===== src/rtl/uart_sim_fifo.sv =====
// Synchronous byte FIFO for the UART transmit path. A push into a full FIFO
// is accepted only when a pop happens in the same cycle.
module uart_sim_fifo #(
    parameter int DEPTH = 16,
    parameter int WIDTH = 8
) (
    input  logic                       clk,
    input  logic                       resetn,
    input  logic                       push,
    input  logic [WIDTH-1:0]           wdata,
    input  logic                       pop,
    output logic [WIDTH-1:0]           rdata,
    output logic                       full,
    output logic                       empty,
    output logic [$clog2(DEPTH):0]     count
);

    localparam int AW = $clog2(DEPTH);

    logic [WIDTH-1:0] mem [DEPTH];
    logic [AW-1:0]    wr_ptr;
    logic [AW-1:0]    rd_ptr;
    logic             do_push;
    logic             do_pop;

    assign empty   = (count == '0);
    assign full    = (count == ($clog2(DEPTH)+1)'(DEPTH));
    assign do_pop  = pop && !empty;
    assign do_push = push && (!full || do_pop);
    assign rdata   = mem[rd_ptr];

    // NOTE: state registers use non-blocking assignments so every flop samples pre-edge values.
    always_ff @(posedge clk or negedge resetn) begin
        if (!resetn) begin
            wr_ptr <= '0;
            rd_ptr <= '0;
            count  <= '0;
        end else begin
            if (do_push) wr_ptr <= wr_ptr + 1'b1;
            if (do_pop)  rd_ptr <= rd_ptr + 1'b1;
            case ({do_push, do_pop})
                2'b10:   count <= count + 1'b1;
                2'b01:   count <= count - 1'b1;
                default: count <= count;
            endcase
        end
    end

    // NOTE: storage is deliberately not reset; the pointers alone define which entries are valid.
    always_ff @(posedge clk) begin
        if (do_push) mem[wr_ptr] <= wdata;
    end

endmodule


===== config.mk =====
export PLATFORM = sky130hd
export DESIGN_NAME = uart_sim_fifo
export DESIGN_NICKNAME = d
export VERILOG_FILES = /design/src/rtl/uart_sim_fifo.sv
export SDC_FILE = /design/constraint.sdc
export NUM_CORES = 1
export LEC_CHECK = 0
export BUFFER_PORTS_ARGS = -buffer_cell sky130_fd_sc_hd__buf_2
export CAP_MARGIN = 20
export CORE_MARGIN = 4
export CORE_UTILIZATION = 35
export CTS_CLUSTER_SIZE = 24
export DETAILED_ROUTE_END_ITERATION = 16
export PLACE_DENSITY = 0.49
export RECOVER_POWER = 50
export SLEW_MARGIN = 20
export SYNTH_ARGS = -nofsm -noshare
export SYNTH_HDL_FRONTEND = slang
export SYNTH_SLANG_ARGS = --single-unit

===== constraint.sdc =====
create_clock -name clk -period 3.2 [get_ports clk]
set_input_delay 0.64 -clock clk [delete_from_list [all_inputs] [get_ports clk]]
set_output_delay 0.64 -clock clk [all_outputs]
set_load 0.05 [all_outputs]

==> reports/results.md, run 1 <==
| Stage | Parameter | Reported |
|:---|:---|:---|
| run status | Outcome | finished, final reports clean |
| setup path | Slowest cell on the critical path | or4_1 |
| setup path | Launching point of the worst reg2reg path | count[1] |
| logic synthesis | Area fraction in and, or, nand and nor cells after synthesis | 4.96% |
| sta | Ratio of final minimum period to clock period | 91.1% |
| route | First-pass detailed-route iteration total | 4 |
| clock tree | Clock insertion delay at the later pin of the skew report | 410 ps |
| route | Wire length per cell after detailed routing | 20.3 um |
| global routing | Initial antenna violation count | 0 |
| clock tree | Number of post-CTS setup repair buffers | 0 |
| cells and area | Most frequent cells in the layout | edfxtp_1 (128), mux4_2 (32), buf_4 (24) |
| die | Starting density of the core | 36.1% |
| sta | RSZ-0062 raised after global routing | false |
| clock tree | Number of buffers added to fix hold violations after cts | 0 |
| clock tree | Post-CTS clock slew at the launch and capture registers of the worst setup and hold paths | 60 ps |
| global routing | Total global routing track utilization | 14.4% |
| setup path | Longest individual stage delay on the worst path | 720 ps |
| die | Row Count | 46 |
| logic synthesis | Synthesized-area fraction occupied by adder cells | 2.07% |
| die | CORE AREA | 0.0161 mm^2 |
| cells and area | Post-route design area | 0.00687 mm^2 |
| logic synthesis | Count of cell types in the netlist | 39 |
| logic synthesis | Synth warn | 0 |
| setup path | Startpoint kind of the worst setup timing path | register |
| placed design | DP Area | 0.00633 mm^2 |
| cells and area | Number of nets in the layout | 388 |
| setup path | Endpoint class of the critical path | register |
| route | Initial DRC Count | 213 |
| die | Die X | 137 um |
| logic synthesis | Avg Inst Size Synth | 18.6 um^2 |
| die | Ports | 27 |
| logic synthesis | Gate Count Post-Synth | 312 |
| sta | Transition time at the pin with the least slew margin | 839 ps |
| global routing | Pin count of the biggest net entering global routing | 34 |
| power and ir drop | Clock group share of total power | 27.8% |
| power and ir drop | Design internal power | 0.00431 W |
| setup path | Worst Path Max Fanout | 7 |
| global routing | GRT Residual Overflow | 0 |
| route | Total Routed Length | 12100 um |
| setup path | Kind of critical path | register to register |
| clock tree | Clock tree sinks | 141 |
| cells and area | Most common cell after layout, fill and taps aside | edfxtp_1 |
| global routing | Number of global-route vias before repair | 3183 |
| power and ir drop | Relative contribution of combinational cells to total power | 35.8% |
| cells and area | Layout Area Growth over Synthesis | 18.5% |
| sta | Final setup violating endpoints | 0 |
| clock tree | Clock root buffer master | clkbuf_16 |
| route | Number of DRC violations after detailed routing | 0 |
| logic synthesis | Combinational family with the most area after synthesis | multiplexers |
| die | DIE HEIGHT | 137 um |
| sta | Fin Clk Skew | 4.64 ps |
| clock tree | Largest buffer count on any clock path | 2 |
| power and ir drop | Switching Share | 35.1% |
| power and ir drop | Leakage | 2.37 nW |
| logic synthesis | Flip-flop and latch count after synthesis | 141 |
| logic synthesis | Multiplexer fraction of the synthesized cell area | 13.6% |
| power and ir drop | Max IR drop VDD | 0.674 mV |
| setup path | List of cells traversed by the critical path | or4_1 > o21ai_4 > or2_1 > inv_1 > ha_1 > o21ai_0 > a2111o_1 > o211a_1 > nand3_1 |
| clock tree | Clock buffers created by TritonCTS | 17 |
| logic synthesis | Portion of the post-synthesis area used by sequential elements | 71.9% |
| clock tree | Number of levels in the clock H-tree | 4 |
| logic synthesis | Post-synth net total | 333 |
| cells and area | Count of antenna diodes in the layout | 0 |
| power and ir drop | Switching power total | 0.00233 W |
| cells and area | Share of post-route cells with drive strength above 1 | 28.2% |
| setup path | Crit path max-delay family | compound AO/OA/AOI/OAI gates |
| placed design | Port Buf Inserts | 26 |
| clock tree | Gates resized, CTS repair | 0 |
| placed design | Detailed placer's ending HPWL | 7860 um |
| logic synthesis | Fraction of synthesized cell area in xor and xnor cells | 1.51% |
| power and ir drop | Total power divided by cell area | 966 mW/mm^2 |
| placed design | Routability congestion estimate | 0.806 |
| route | Antenna-violating nets left | 0 |
| die | Area enclosed by the die boundary | 0.0187 mm^2 |
| logic synthesis | Area of the mapped netlist | 0.00580 mm^2 |
| sta | Total Negative Setup Slacks | 0 ps |
| clock tree | CTS tree | yes |
| setup path | Bufs and invs on worst path | 1 |
| sta | Hold violation count in the final report | 0 |
| sta | Max-slew violation count | 0 |
| setup path | Required time of the critical path | 3550 ps |
| route | Average via count per standard cell | 5.00 |
| setup path | Critical path startpoint | count[1] |
| logic synthesis | Fraction of the mapped netlist area in compound gates | 4.17% |
| setup path | Critical path data arrival time | 3260 ps |
| job | Max capacitance violation total | 0 |
| worst hold path | Hold crit path type | input port to async pin |
| sta | Maximum frequency from static timing analysis | 343 MHz |
| global routing | First-pass GRT wire length | 19000 um |
| power and ir drop | Sequential group share of total power | 36.4% |
| sta | Worst-case headroom to the max-slew limit | 44.1% |
| sta | Final critical path time including I/O delays and setup | 2910 ps |
| route | Total number of vias | 2982 |
[routing by layer]
| metal | vias up | share of wire (%) | GRT usage (%) |
|---|---|---|---|
| li1 | 1356 | - | - |
| met1 | 1548 | 46 | 18.4 |
| met3 | 15 | 4.1 | 4.08 |
| met5 | - | 0 | 0 |
| met2 | 63 | 49 | 23.4 |
| met4 | 0 | 1.6 | 5.04 |
[final timing paths]
path	end	slack, ps	cells past startpoint
max	count[4]	290	9
min	wr_ptr[0]	300	1
max reg2reg	count[4]	290	9
min reg2reg	wr_ptr[0]	540	1
max in group asynchronous	rd_ptr[0]	2320	1
min in group clk	wr_ptr[0]	540	1
[final cells by class]
type	count	area (um^2)
Clock buffer	25	495
Clock inverter	7	62.6
Fill cell	1413	9190
Inverter	8	30.0
Multi-Input combinational cell	148	1520
Sequential cell	141	4170
Tap cell	216	270
Timing Repair Buffer	51	318
[power groups by stage]
| stage | combinational [W] | clock (W) | sequential, W |
|---|---|---|---|
| after global routing | 0.00258 | 0.00197 | 0.00245 |
| after floorplan | 0.00170 | 0 | 0.00251 |
| after CTS | 0.00245 | 0.00189 | 0.00242 |
| final | 0.00238 | 0.00184 | 0.00242 |
| after detailed placement | 0.00244 | 0 | 0.00246 |
| after global placement | 0.00243 | 0 | 0.00244 |
[registers in the layout, summed over array words and instances, names as in the netlist]
| name | flops |
|---|---|
| count | 5 |
| mem | 128 |
| rd_ptr | 4 |
| wr_ptr | 4 |
[cell families after synthesis]
family,Yosys count
AO/OA/AOI/OAI,31
AND/OR/NAND/NOR,61
multiplexers,37
adder cells (fa/ha/maj),9
flip-flops,141
XOR/XNOR,10
buffers and inverters,23
[cells in the mapped netlist, drive strengths merged]
cell | instances | area, um^2
buf | 8 | 43.8
clkbuf | 7 | 26.3
mux2 | 3 | 37.5
xnor2 | 7 | 61.3
nor2b | 4 | 25.0
a21oi | 3 | 15.0
a22oi | 16 | 120
edfxtp | 128 | 3840
fa | 1 | 20.0
dfrtp | 13 | 325
and2 | 1 | 6.26
a211o | 1 | 8.76
ha | 8 | 100
mux2i | 2 | 32.5
nor4 | 1 | 6.26
nand2 | 16 | 60.1
or4 | 1 | 11.3
inv | 8 | 30.0
a22o | 2 | 17.5
nand2b | 6 | 37.5
nor2 | 17 | 63.8
or2 | 1 | 6.26
a21o | 2 | 15.0
o211ai | 1 | 7.51
nor3 | 7 | 35.0
a2111o | 1 | 11.3
or3 | 1 | 6.26
nand3 | 6 | 30.0
mux4 | 32 | 721
a31oi | 1 | 6.26
o221ai | 1 | 8.76
o211a | 1 | 10.0
o21ai | 2 | 21.3
xor2 | 3 | 26.3
[through the flow]
step,total power (W),utilization [%],setup WS (ps),hold slack [ps],instances
after floorplan,0.00421,-,367,344,312
after global placement,0.00488,39.4,511,529,564
after detailed placement,0.00490,39.4,442,540,564
after CTS,0.00676,42.9,242,114,596
after global routing,0.00700,42.8,139,346,596
final,0.00664,42.8,286,305,596
Note: power is estimated with default switching activity, not from simulation.
==> run 2: changes to the inputs <==
- CELL_PAD_IN_SITES_DETAIL_PLACEMENT: unset -> 1
- CELL_PAD_IN_SITES_GLOBAL_PLACEMENT: unset -> 2
- PLACE_DENSITY: 0.49 -> 0.61
- REMOVE_ABC_BUFFERS: unset -> 1
==> run 2 against run 1 <==
Clock-buffer cell count fell by 7. Largest cell class unchanged. Largest power group unchanged. Register-to-register slack improved by 30 ps. Clock power rose by 12%.
==> reports/results.md, run 2 (synthesis gave the netlist of run 1 again) <==
| Stage | Parameter | Reported | vs previous |
|:---|:---|:---|:---|
| global routing | GRT Residual Overflow | 0 | unchanged |
| cells and area | Max FFs per register | 128 | unchanged |
| clock tree | Clock tree sinks | 141 | unchanged |
| cells and area | Count of antenna diodes in the layout | 0 | unchanged |
| cells and area | Leading registers by flop count | mem (128), count (5) | unchanged |
| sta | Final setup violating endpoints | 0 | unchanged |
| die | DIE HEIGHT | 137 um | unchanged |
| cells and area | Share of post-route cells with drive strength above 1 | 27.7% | was 28.2% |
| setup path | Worst Path Max Fanout | 35 | was 7 |
| sta | RSZ-0062 raised after global routing | false | unchanged |
| global routing | First-pass GRT wire length | 19500 um | was 19000 um |
| clock tree | Largest buffer count on any clock path | 2 | unchanged |
| route | Total Routed Length | 12400 um | was 12100 um |
| cells and area | Register ranked first by flip-flop count | mem | unchanged |
| setup path | Required time of the critical path | 2560 ps | was 3550 ps |
| route | First-pass detailed-route iteration total | 4 | unchanged |
| sta | Transition time at the pin with the least slew margin | 804 ps | was 839 ps |
| power and ir drop | Total power divided by cell area | 994 mW/mm^2 | was 966 mW/mm^2 |
| clock tree | Gates resized, CTS repair | 0 | unchanged |
| clock tree | Number of levels in the clock H-tree | 4 | unchanged |
| global routing | Initial antenna violation count | 0 | unchanged |
| job | Max capacitance violation total | 0 | unchanged |
| sta | Max-slew violation count | 0 | unchanged |
| route | Total number of vias | 2988 | was 2982 |
| die | Die X | 137 um | unchanged |
| power and ir drop | Switching power total | 0.00240 W | was 0.00233 W |
| sta | Maximum frequency from static timing analysis | 344 MHz | was 343 MHz |
| die | Starting density of the core | 36.1% | unchanged |
| setup path | Startpoint kind of the worst setup timing path | register | unchanged |
| die | CORE AREA | 0.0161 mm^2 | unchanged |
| power and ir drop | Sequential group share of total power | 35.2% | was 36.4% |
| die | Area enclosed by the die boundary | 0.0187 mm^2 | unchanged |
| route | Antenna-violating nets left | 0 | unchanged |
| cells and area | Layout Area Growth over Synthesis | 19.3% | was 18.5% |
| placed design | Post-Place Setup Slack | 440 ps | was 442 ps |
| route | Number of DRC violations after detailed routing | 0 | unchanged |
| sta | Worst setup margin | 297 ps | was 286 ps |
| power and ir drop | Switching Share | 35.0% | was 35.1% |
| sta | Final critical path time including I/O delays and setup | 2900 ps | was 2910 ps |
| clock tree | Clock buffers created by TritonCTS | 17 | unchanged |
| power and ir drop | Design internal power | 0.00447 W | was 0.00431 W |
| sta | Fin Clk Skew | 10.9 ps | was 4.64 ps |
| sta | Ratio of final minimum period to clock period | 90.7% | was 91.1% |
| setup path | Critical path data arrival time | 2260 ps | was 3260 ps |
| power and ir drop | Clock group share of total power | 30.2% | was 27.8% |
| power and ir drop | Leakage | 2.38 nW | was 2.37 nW |
| cells and area | Number of nets in the layout | 384 | was 388 |
| clock tree | Clock root buffer master | clkbuf_16 | unchanged |
| placed design | Routability congestion estimate | 0.759 | was 0.806 |
| clock tree | Clock insertion delay at the later pin of the skew report | 420 ps | was 410 ps |
| route | Average via count per standard cell | 5.05 | was 5.00 |
| die | Row Count | 46 | unchanged |
| placed design | Detailed placer's ending HPWL | 7750 um | was 7860 um |
| setup path | Endpoint class of the critical path | output pin | was register |
| clock tree | Post-CTS clock slew at the launch and capture registers of the worst setup and hold paths | 60 ps | about the same |
| clock tree | CTS tree | yes | unchanged |
| run status | Outcome | finished, final reports clean | unchanged |
| sta | Worst hold-check slack | 286 ps | was 305 ps |
| route | Wire length per cell after detailed routing | 21.0 um | was 20.3 um |
| sta | Hold violation count in the final report | 0 | unchanged |
| global routing | Number of global-route vias before repair | 3279 | was 3183 |
| placed design | Port Buf Inserts | 26 | unchanged |
| clock tree | Number of buffers added to fix hold violations after cts | 0 | unchanged |
| power and ir drop | Relative contribution of combinational cells to total power | 34.7% | was 35.8% |
| setup path | Kind of critical path | register to output pin | was register to register |
| sta | Worst-case headroom to the max-slew limit | 46.4% | was 44.1% |
| cells and area | Utilization of the core after routing | 43.0% | was 42.8% |
| worst hold path | Hold crit path type | input port to async pin | unchanged |
| power and ir drop | Max IR drop VDD | 0.554 mV | was 0.674 mV |
| clock tree | Number of post-CTS setup repair buffers | 0 | unchanged |
| cells and area | Most frequent cells in the layout | edfxtp_1 (128), mux4_2 (32), buf_4 (19) | was edfxtp_1 (128), mux4_2 (32), buf_4 (24) |
| route | Initial DRC Count | 211 | was 213 |
| global routing | Pin count of the biggest net entering global routing | 36 | was 34 |
| global routing | Total global routing track utilization | 14.6% | was 14.4% |
| cells and area | Most common cell after layout, fill and taps aside | edfxtp_1 | unchanged |
| die | Ports | 27 | unchanged |
==> run 2: metrics by stage <==
stage	area (um^2)	std cells	total power, W	TNS [ps]
floorplan	5730	297	0.00416	-104
global placement	6310	560	0.00487	0
detailed placement	6310	560	0.00490	0
CTS	6930	592	0.00700	0
global route	6910	592	0.00724	0
finish	6910	592	0.00687	0
==> run 2: critical path: stages, from the launching register on <==
cell	delay (ps)
dfrtp_2	370
buf_12	280
mux4_2	550
a22oi_1	300
nand2_1	120
buf_2	230
==> run 2: power groups by stage <==
stage	Clock, W	Combinational, W	Sequential (W)
floorplan	0	0.00149	0.00266
global placement	0	0.00243	0.00244
detailed placement	0	0.00244	0.00246
CTS	0.00212	0.00245	0.00242
global route	0.00221	0.00258	0.00245
finish	0.00207	0.00238	0.00242
==> run 2: worst paths after layout <==
kind,depth (start not counted),slack [ps],startpoint,endpoint
worst max-delay path,5,300,rd_ptr[0],rdata[0]
worst min-delay path,1,290,resetn,wr_ptr[2]
worst max register to register,9,320,count[1],count[4]
worst min register to register,1,540,rd_ptr[3],rd_ptr[3]
max in group asynchronous,1,2360,resetn,rd_ptr[0]
min in group clk,1,540,rd_ptr[3],rd_ptr[3]
==> run 2: routing by layer <==
metal	share of wire (%)	GRT usage (%)
met1	45	18.9
met3	3.0	3.86
met5	0	0
met4	1.1	4.93
met2	51	24.1
==> run 2: area by class of cell <==
type                            instances  area (um^2)
Clock buffer                           18          429
Inverter                                8         30.0
Multi-Input combinational cell        148         1520
Tap cell                              216          270
Timing Repair Buffer                   47          300
Clock inverter                         14          189
Sequential cell                       141         4170
Fill cell                            1541         9150
